`src/rtl/irq_aggregator_8.sv`:
```
// Eight-line interrupt aggregator: synchronises, qualifies (edge/level), masks and latches
// each source, drives ext_irq and serves a claim/complete handshake to the core.
module irq_aggregator_8 #(
  parameter int SYNC_STAGES = 2
) (
  input  logic       clk,
  input  logic       rst,
  input  logic       irq_in0,
  input  logic       irq_in1,
  input  logic       irq_in2,
  input  logic       irq_in3,
  input  logic       irq_in4,
  input  logic       irq_in5,
  input  logic       irq_in6,
  input  logic       irq_in7,
  input  logic       cfg_we,
  input  logic [1:0] cfg_addr,
  input  logic [7:0] cfg_wdata,
  output logic [7:0] cfg_rdata,
  input  logic       claim_req,
  output logic       claim_ack,
  output logic       claim_valid,
  output logic [2:0] claim_id,
  input  logic       complete_req,
  input  logic [2:0] complete_id,
  output logic       ext_irq
);

  localparam logic [1:0] ADDR_ENABLE     = 2'd0;
  localparam logic [1:0] ADDR_MODE       = 2'd1;
  localparam logic [1:0] ADDR_PENDING    = 2'd2;
  localparam logic [1:0] ADDR_IN_SERVICE = 2'd3;

  typedef enum logic {
    IDLE = 1'b0,
    ACK  = 1'b1
  } state_t;

  state_t     state;
  logic [7:0] raw_irq;
  logic [7:0] sync_irq;
  logic [7:0] prev_irq;
  logic [7:0] rise_irq;
  logic [7:0] enable_q;
  logic [7:0] mode_q;
  logic [7:0] pending_q;
  logic [7:0] in_service_q;
  logic [7:0] eligible;
  logic       any_eligible;
  logic [2:0] claim_idx;
  logic       claim_fire;
  logic [7:0] claim_mask;
  logic [7:0] complete_mask;
  logic [7:0] w1c_mask;
  logic [7:0] pending_nxt;
  logic [7:0] in_service_nxt;

  assign raw_irq = {irq_in7, irq_in6, irq_in5, irq_in4, irq_in3, irq_in2, irq_in1, irq_in0};

  generate
    if (SYNC_STAGES == 0) begin : g_nosync
      assign sync_irq = raw_irq;
    end else begin : g_sync
      logic [7:0] stages [SYNC_STAGES];

      always_ff @(posedge clk) begin
        if (rst) begin
          for (int k = 0; k < SYNC_STAGES; k++) begin
            stages[k] <= '0;
          end
        end else begin
          stages[0] <= raw_irq;
          for (int k = 1; k < SYNC_STAGES; k++) begin
            stages[k] <= stages[k-1];
          end
        end
      end

      assign sync_irq = stages[SYNC_STAGES-1];
    end
  endgenerate

  always_ff @(posedge clk) begin
    if (rst) begin
      prev_irq <= '0;
    end else begin
      prev_irq <= sync_irq;
    end
  end

  assign rise_irq     = sync_irq & ~prev_irq;
  assign eligible     = pending_q & enable_q & ~in_service_q;
  assign any_eligible = |eligible;

  // Index 0 is highest priority, so scan downward and let the lowest set bit win.
  always_comb begin
    claim_idx = 3'd0;
    for (int i = 7; i >= 0; i--) begin
      if (eligible[i]) begin
        claim_idx = 3'(i);
      end
    end
  end

  assign claim_fire    = (state == IDLE) && claim_req;
  assign claim_mask    = (claim_fire && any_eligible) ? (8'd1 << claim_idx) : 8'd0;
  assign complete_mask = complete_req ? (8'd1 << complete_id) : 8'd0;
  assign w1c_mask      = (cfg_we && (cfg_addr == ADDR_PENDING)) ? cfg_wdata : 8'd0;

  // Edge lines: a fresh rising edge outranks any same-cycle clear; level lines simply follow.
  always_comb begin
    pending_nxt = (mode_q & (rise_irq | (pending_q & ~w1c_mask & ~claim_mask)))
                | (~mode_q & sync_irq);
  end

  // Claimed IDs are never in service, so a same-ID complete cannot undo a fresh claim.
  always_comb begin
    in_service_nxt = (in_service_q & ~complete_mask) | claim_mask;
  end

  always_ff @(posedge clk) begin
    if (rst) begin
      enable_q     <= '0;
      mode_q       <= '0;
      pending_q    <= '0;
      in_service_q <= '0;
      ext_irq      <= 1'b0;
    end else begin
      if (cfg_we && (cfg_addr == ADDR_ENABLE)) begin
        enable_q <= cfg_wdata;
      end
      if (cfg_we && (cfg_addr == ADDR_MODE)) begin
        mode_q <= cfg_wdata;
      end
      pending_q    <= pending_nxt;
      in_service_q <= in_service_nxt;
      ext_irq      <= any_eligible;
    end
  end

  always_comb begin
    cfg_rdata = 8'd0;
    case (cfg_addr)
      ADDR_ENABLE:     cfg_rdata = enable_q;
      ADDR_MODE:       cfg_rdata = mode_q;
      ADDR_PENDING:    cfg_rdata = pending_q;
      ADDR_IN_SERVICE: cfg_rdata = in_service_q;
      default:         cfg_rdata = 8'd0;
    endcase
  end

  // claim_id/claim_valid persist after the ack pulse until the next claim overwrites them.
  always_ff @(posedge clk) begin
    if (rst) begin
      state       <= IDLE;
      claim_ack   <= 1'b0;
      claim_valid <= 1'b0;
      claim_id    <= 3'd0;
    end else begin
      case (state)
        IDLE: begin
          if (claim_req) begin
            state       <= ACK;
            claim_ack   <= 1'b1;
            claim_valid <= any_eligible;
            claim_id    <= any_eligible ? claim_idx : 3'd0;
          end
        end
        ACK: begin
          state     <= IDLE;
          claim_ack <= 1'b0;
        end
        default: begin
          state     <= IDLE;
          claim_ack <= 1'b0;
        end
      endcase
    end
  end

endmodule

```
`config.mk`:
```
export PLATFORM = sky130hd
export DESIGN_NAME = irq_aggregator_8
export DESIGN_NICKNAME = d
export VERILOG_FILES = /design/src/rtl/irq_aggregator_8.sv
export SDC_FILE = /design/constraint.sdc
export NUM_CORES = 1
export LEC_CHECK = 0
export CORE_ASPECT_RATIO = 1.2
export CORE_MARGIN = 4
export CORE_UTILIZATION = 45
export CTS_CLUSTER_DIAMETER = 40
export CTS_CLUSTER_SIZE = 30
export DETAILED_ROUTE_END_ITERATION = 16
export PLACE_DENSITY = 0.7
export SLEW_MARGIN = 25
export SYNTH_ARGS = -nofsm -noshare
export SYNTH_HDL_FRONTEND = slang
export SYNTH_SLANG_ARGS = --single-unit
```
`constraint.sdc`:
```
create_clock -name clk -period 2 [get_ports clk]
set_clock_uncertainty 0.15 [all_clocks]
set_input_delay 0.4 -clock clk [delete_from_list [all_inputs] [get_ports clk]]
set_output_delay 0.4 -clock clk [all_outputs]
set_load 0.05 [all_outputs]
```
==> flow_summary.yaml <==
run_status:
  outcome: "finished clean"
sta:
  fmax_mhz: 516.3
  slew_headroom: 0.6245
  final_hold_viol_count: 0
  grt_setup_unrepaired: "false"
  setup_viol: 0
  final.hold.worst_slack_ns: 0.1484
  worstMarginPinSlew_ns: 0.5580
  post-route-min-period_ns: 1.937
  slew_violations: 0
  final_min_period_over_clock_period: 0.9684
route:
  vias: 2038
  remaining_drc_errors: 0
  drt_wl_total_um: 5748
  drt_pre_antenna_iters: 4
  route.detailed.wl_per_inst_um: 14.70
  dr.first_iter.drc_count: 123
  vias_per_inst: 5.212
  postRouteAntennaNets: 0
critical_path:
  setup.worst_path.start_class: "input port"
  crit-reg2reg-launch: "in_service_q[6]$_SDFF_PP0_"
  reg2reg_depth: 4
  worst_ep_required_time_ns: 1.45
  cp_data_arrival_time_ns: 1.39
  worst-path-max-fanout: 6
  r2r_setup_slack_ns: 0.32
  timing.rr.end: "pending_q[6]$_SDFF_PP0_"
  worst-setup-path-type: "input port to primary output"
  end_kind: "primary output"
floorplanning:
  rows: 30
  initial_utilization: 0.4625
  num_io_pins: 40
  die_x_um: 77.67
  core_footprint_sq_um: 5668
  floorplan.die_area_sq_um: 7115
  chipHeight_um: 91.61
clocking:
  max-clock-path-buffers: 2
  tritoncts: "yes"
  cts.sinks: 63
  clock_tree.root_cell: "sky130_fd_sc_hd__clkbuf_8"
  clkSlewWorstSetupHoldPaths_ns: 0.07
  h-tree-depth: 3
  number_of_buffers_created_by_cts: 9
  insertion_delay_ns: 0.34
  post-cts-setup-buffers: 0
final_layout:
  finalCoreUtilization: 0.6013
  final_cell_mix: "sky130_fd_sc_hd__dfxtp_1 (63), sky130_fd_sc_hd__nor2b_1 (26), sky130_fd_sc_hd__nand2_1 (24)"
  final_nets: 332
  layout_commonest_cell: "sky130_fd_sc_hd__dfxtp_1"
  antennaDiodeCount: 0
  layout-area-overhead-vs-synth_pct: 30.02
  drive_gt1_frac: 0.1929
synth:
  yosys-mux-area-fraction: 0.1313
  synth.area.top_cells: "sky130_fd_sc_hd__dfxtp_1 (48%), sky130_fd_sc_hd__nor2b_1 (6.2%), sky130_fd_sc_hd__mux2i_1 (6.1%)"
  synthesis.nets: 280
  mean_syn_cell_area_sq_um: 10.32
  adder_and_majority_cell_fraction_of_the_synthesized_area: 0
  post_synthesis_sequential_element_count: 63
  syn_std_cell_area_sq_um: 2621
  combinational_family_with_the_most_area_after_synthesis: "simple AND/OR/NAND/NOR gates"
  synth_top_cell_by_area: "sky130_fd_sc_hd__dfxtp_1"
  synth_top_area_share: 0.4811
  synth_compound_area_frac: 0.1332
  synth.distinct_cells: 43
  post_synthesis_xor_xnor_area_fraction: 0
  synth_sequential_area_ratio: 0.4811
  yosysWarnings: 0
  synth-simple-area-share: 0.2315
  syn-instance-count: 254
grt:
  grt_first_pass_wirelength_um: 9701
  initial_antenna_violation_count: 0
  number_of_global_route_vias_before_repair: 2016
  grt_max_degree: 36
  grt_util_all_layers: 0.1770
  globalRoute.totalOverflow: 0
placed_design:
  routability_cong: 0.8910
  io_port_bufs: 39
  dp_hpwl_um: 4169
power:
  cell_internal_pwr_uw: 2194
  p_sw_uw: 642.6
  p_leak_uw: 0.001358
  clock_network_fraction_of_design_power: 0.444
  irDropWorstVdd_mv: 0.6393
  pwr-share-seq: 0.464
  p_comb_frac: 0.092
  power.switching_fraction: 0.2266
  cellPowerDensity_nw_per_um2: 832.2
job:
  reported_max_cap_violation_count: 0
hold_path:
  hold-path-cell-count: 2
  holdCritStartpoint: "rst"
  whs_endpoint: "g_sync.stages[0][2]$_SDFF_PP0_"
  hp-class: "input port to register"
-- through the flow --
stage	instances	instance area, sq um	total power (uW)	setup TNS [ns]	setup WS, ns
after floorplan	254	2621	1480	0	0.05998
after global placement	375	3144	1598	-3.894	-0.4104
after detailed placement	375	3144	1601	-3.940	-0.4037
after CTS	392	3441	2873	0	0.01115
after global routing	391	3408	2946	0	0.01065
final	391	3408	2837	0	0.06326
-- worst max-delay path by stage --
stage                     start      endpoint  depth (start not counted)
global placement    cfg_addr[1]  cfg_rdata[0]                          4
CTS                 cfg_addr[1]  cfg_rdata[6]                          4
floorplan           cfg_addr[1]  cfg_rdata[0]                          2
detailed placement  cfg_addr[1]  cfg_rdata[0]                          4
finish              cfg_addr[1]  cfg_rdata[1]                          4
global route        cfg_addr[1]  cfg_rdata[1]                          4
-- cell families after synthesis --
| logic type | Yosys count |
|---|---|
| and+or+nand+nor | 106 |
| muxes | 24 |
| AOI/OAI and AO/OA | 49 |
| buffers and inverters | 12 |
| DFF | 63 |
-- cell usage after synthesis (all sizes together) --
library cell and n:
dfxtp 63, nor2b 26, nand2 24, nor2 23, mux2i 16, a21oi 11
o21ai 10, a211oi 9, buf 9, nand3b 9, mux4 8, and3b 7
a22o 6, nor3 5, nand2b 4, clkbuf 3, nor3b 2, o2111ai 2
o211ai 2, a2111oi 1, a21boi 1, a21o 1, a221oi 1, a31oi 1
and3 1, nand3 1, nand4 1, nor4 1, nor4b 1, o211a 1
o2bb2ai 1, o31ai 1, o41ai 1, or3 1
-- final cells by class --
| class | instances | area [sq um] |
|---|---|---|
| Timing Repair Buffer | 53 | 519.2 |
| Tap cell | 80 | 100.1 |
| Clock inverter | 5 | 80.08 |
| Fill cell | 503 | 2260 |
| Multi-Input combinational cell | 179 | 1296 |
| Clock buffer | 11 | 151.4 |
| Sequential cell | 63 | 1261 |
-- routing by layer --
layer / routed length (um) / share of wire / up-vias / track usage
met5: 0 / 0 / - / 0
met3: 313 / 0.054 / 7 / 0.06250
met1: 2435 / 0.42 / 971 / 0.2054
met2: 2931 / 0.51 / 41 / 0.2914
li1: - / - / 1019 / -
met4: 67 / 0.012 / 0 / 0.07715
-- critical path, stage by stage --
cell and delay, ns:
sky130_fd_sc_hd__buf_4 0.14, sky130_fd_sc_hd__buf_12 0.14, sky130_fd_sc_hd__mux4_2 0.53, sky130_fd_sc_hd__buf_6 0.17
-- registers in the layout, indices dropped and copies added (netlist names) --
name and flops:
prev_irq 8, claim_valid 1, in_service_q 8, state 1, pending_q 8, claim_id 3, g_sync.stages 16, ext_irq 1
enable_q 8, claim_ack 1, mode_q 8
-- repair_timing --
item	4_1_cts	5_1_grt
setup endpoints to repair	9	2
pin swaps	0	0
cloned	1	0
resized for setup	19	0
hold buffers	0	0
-- power groups by stage --
stage	sequential, uW	combinational, uW	clock (uW)
6_report	1320	261	1260
5_1_grt	1320	281	1340
4_1_cts	1320	271	1290
3_5_place_dp	1340	256	0
3_3_place_gp	1340	254	0
2_1_floorplan	1350	129	0
(Power assumes the default switching activity.)
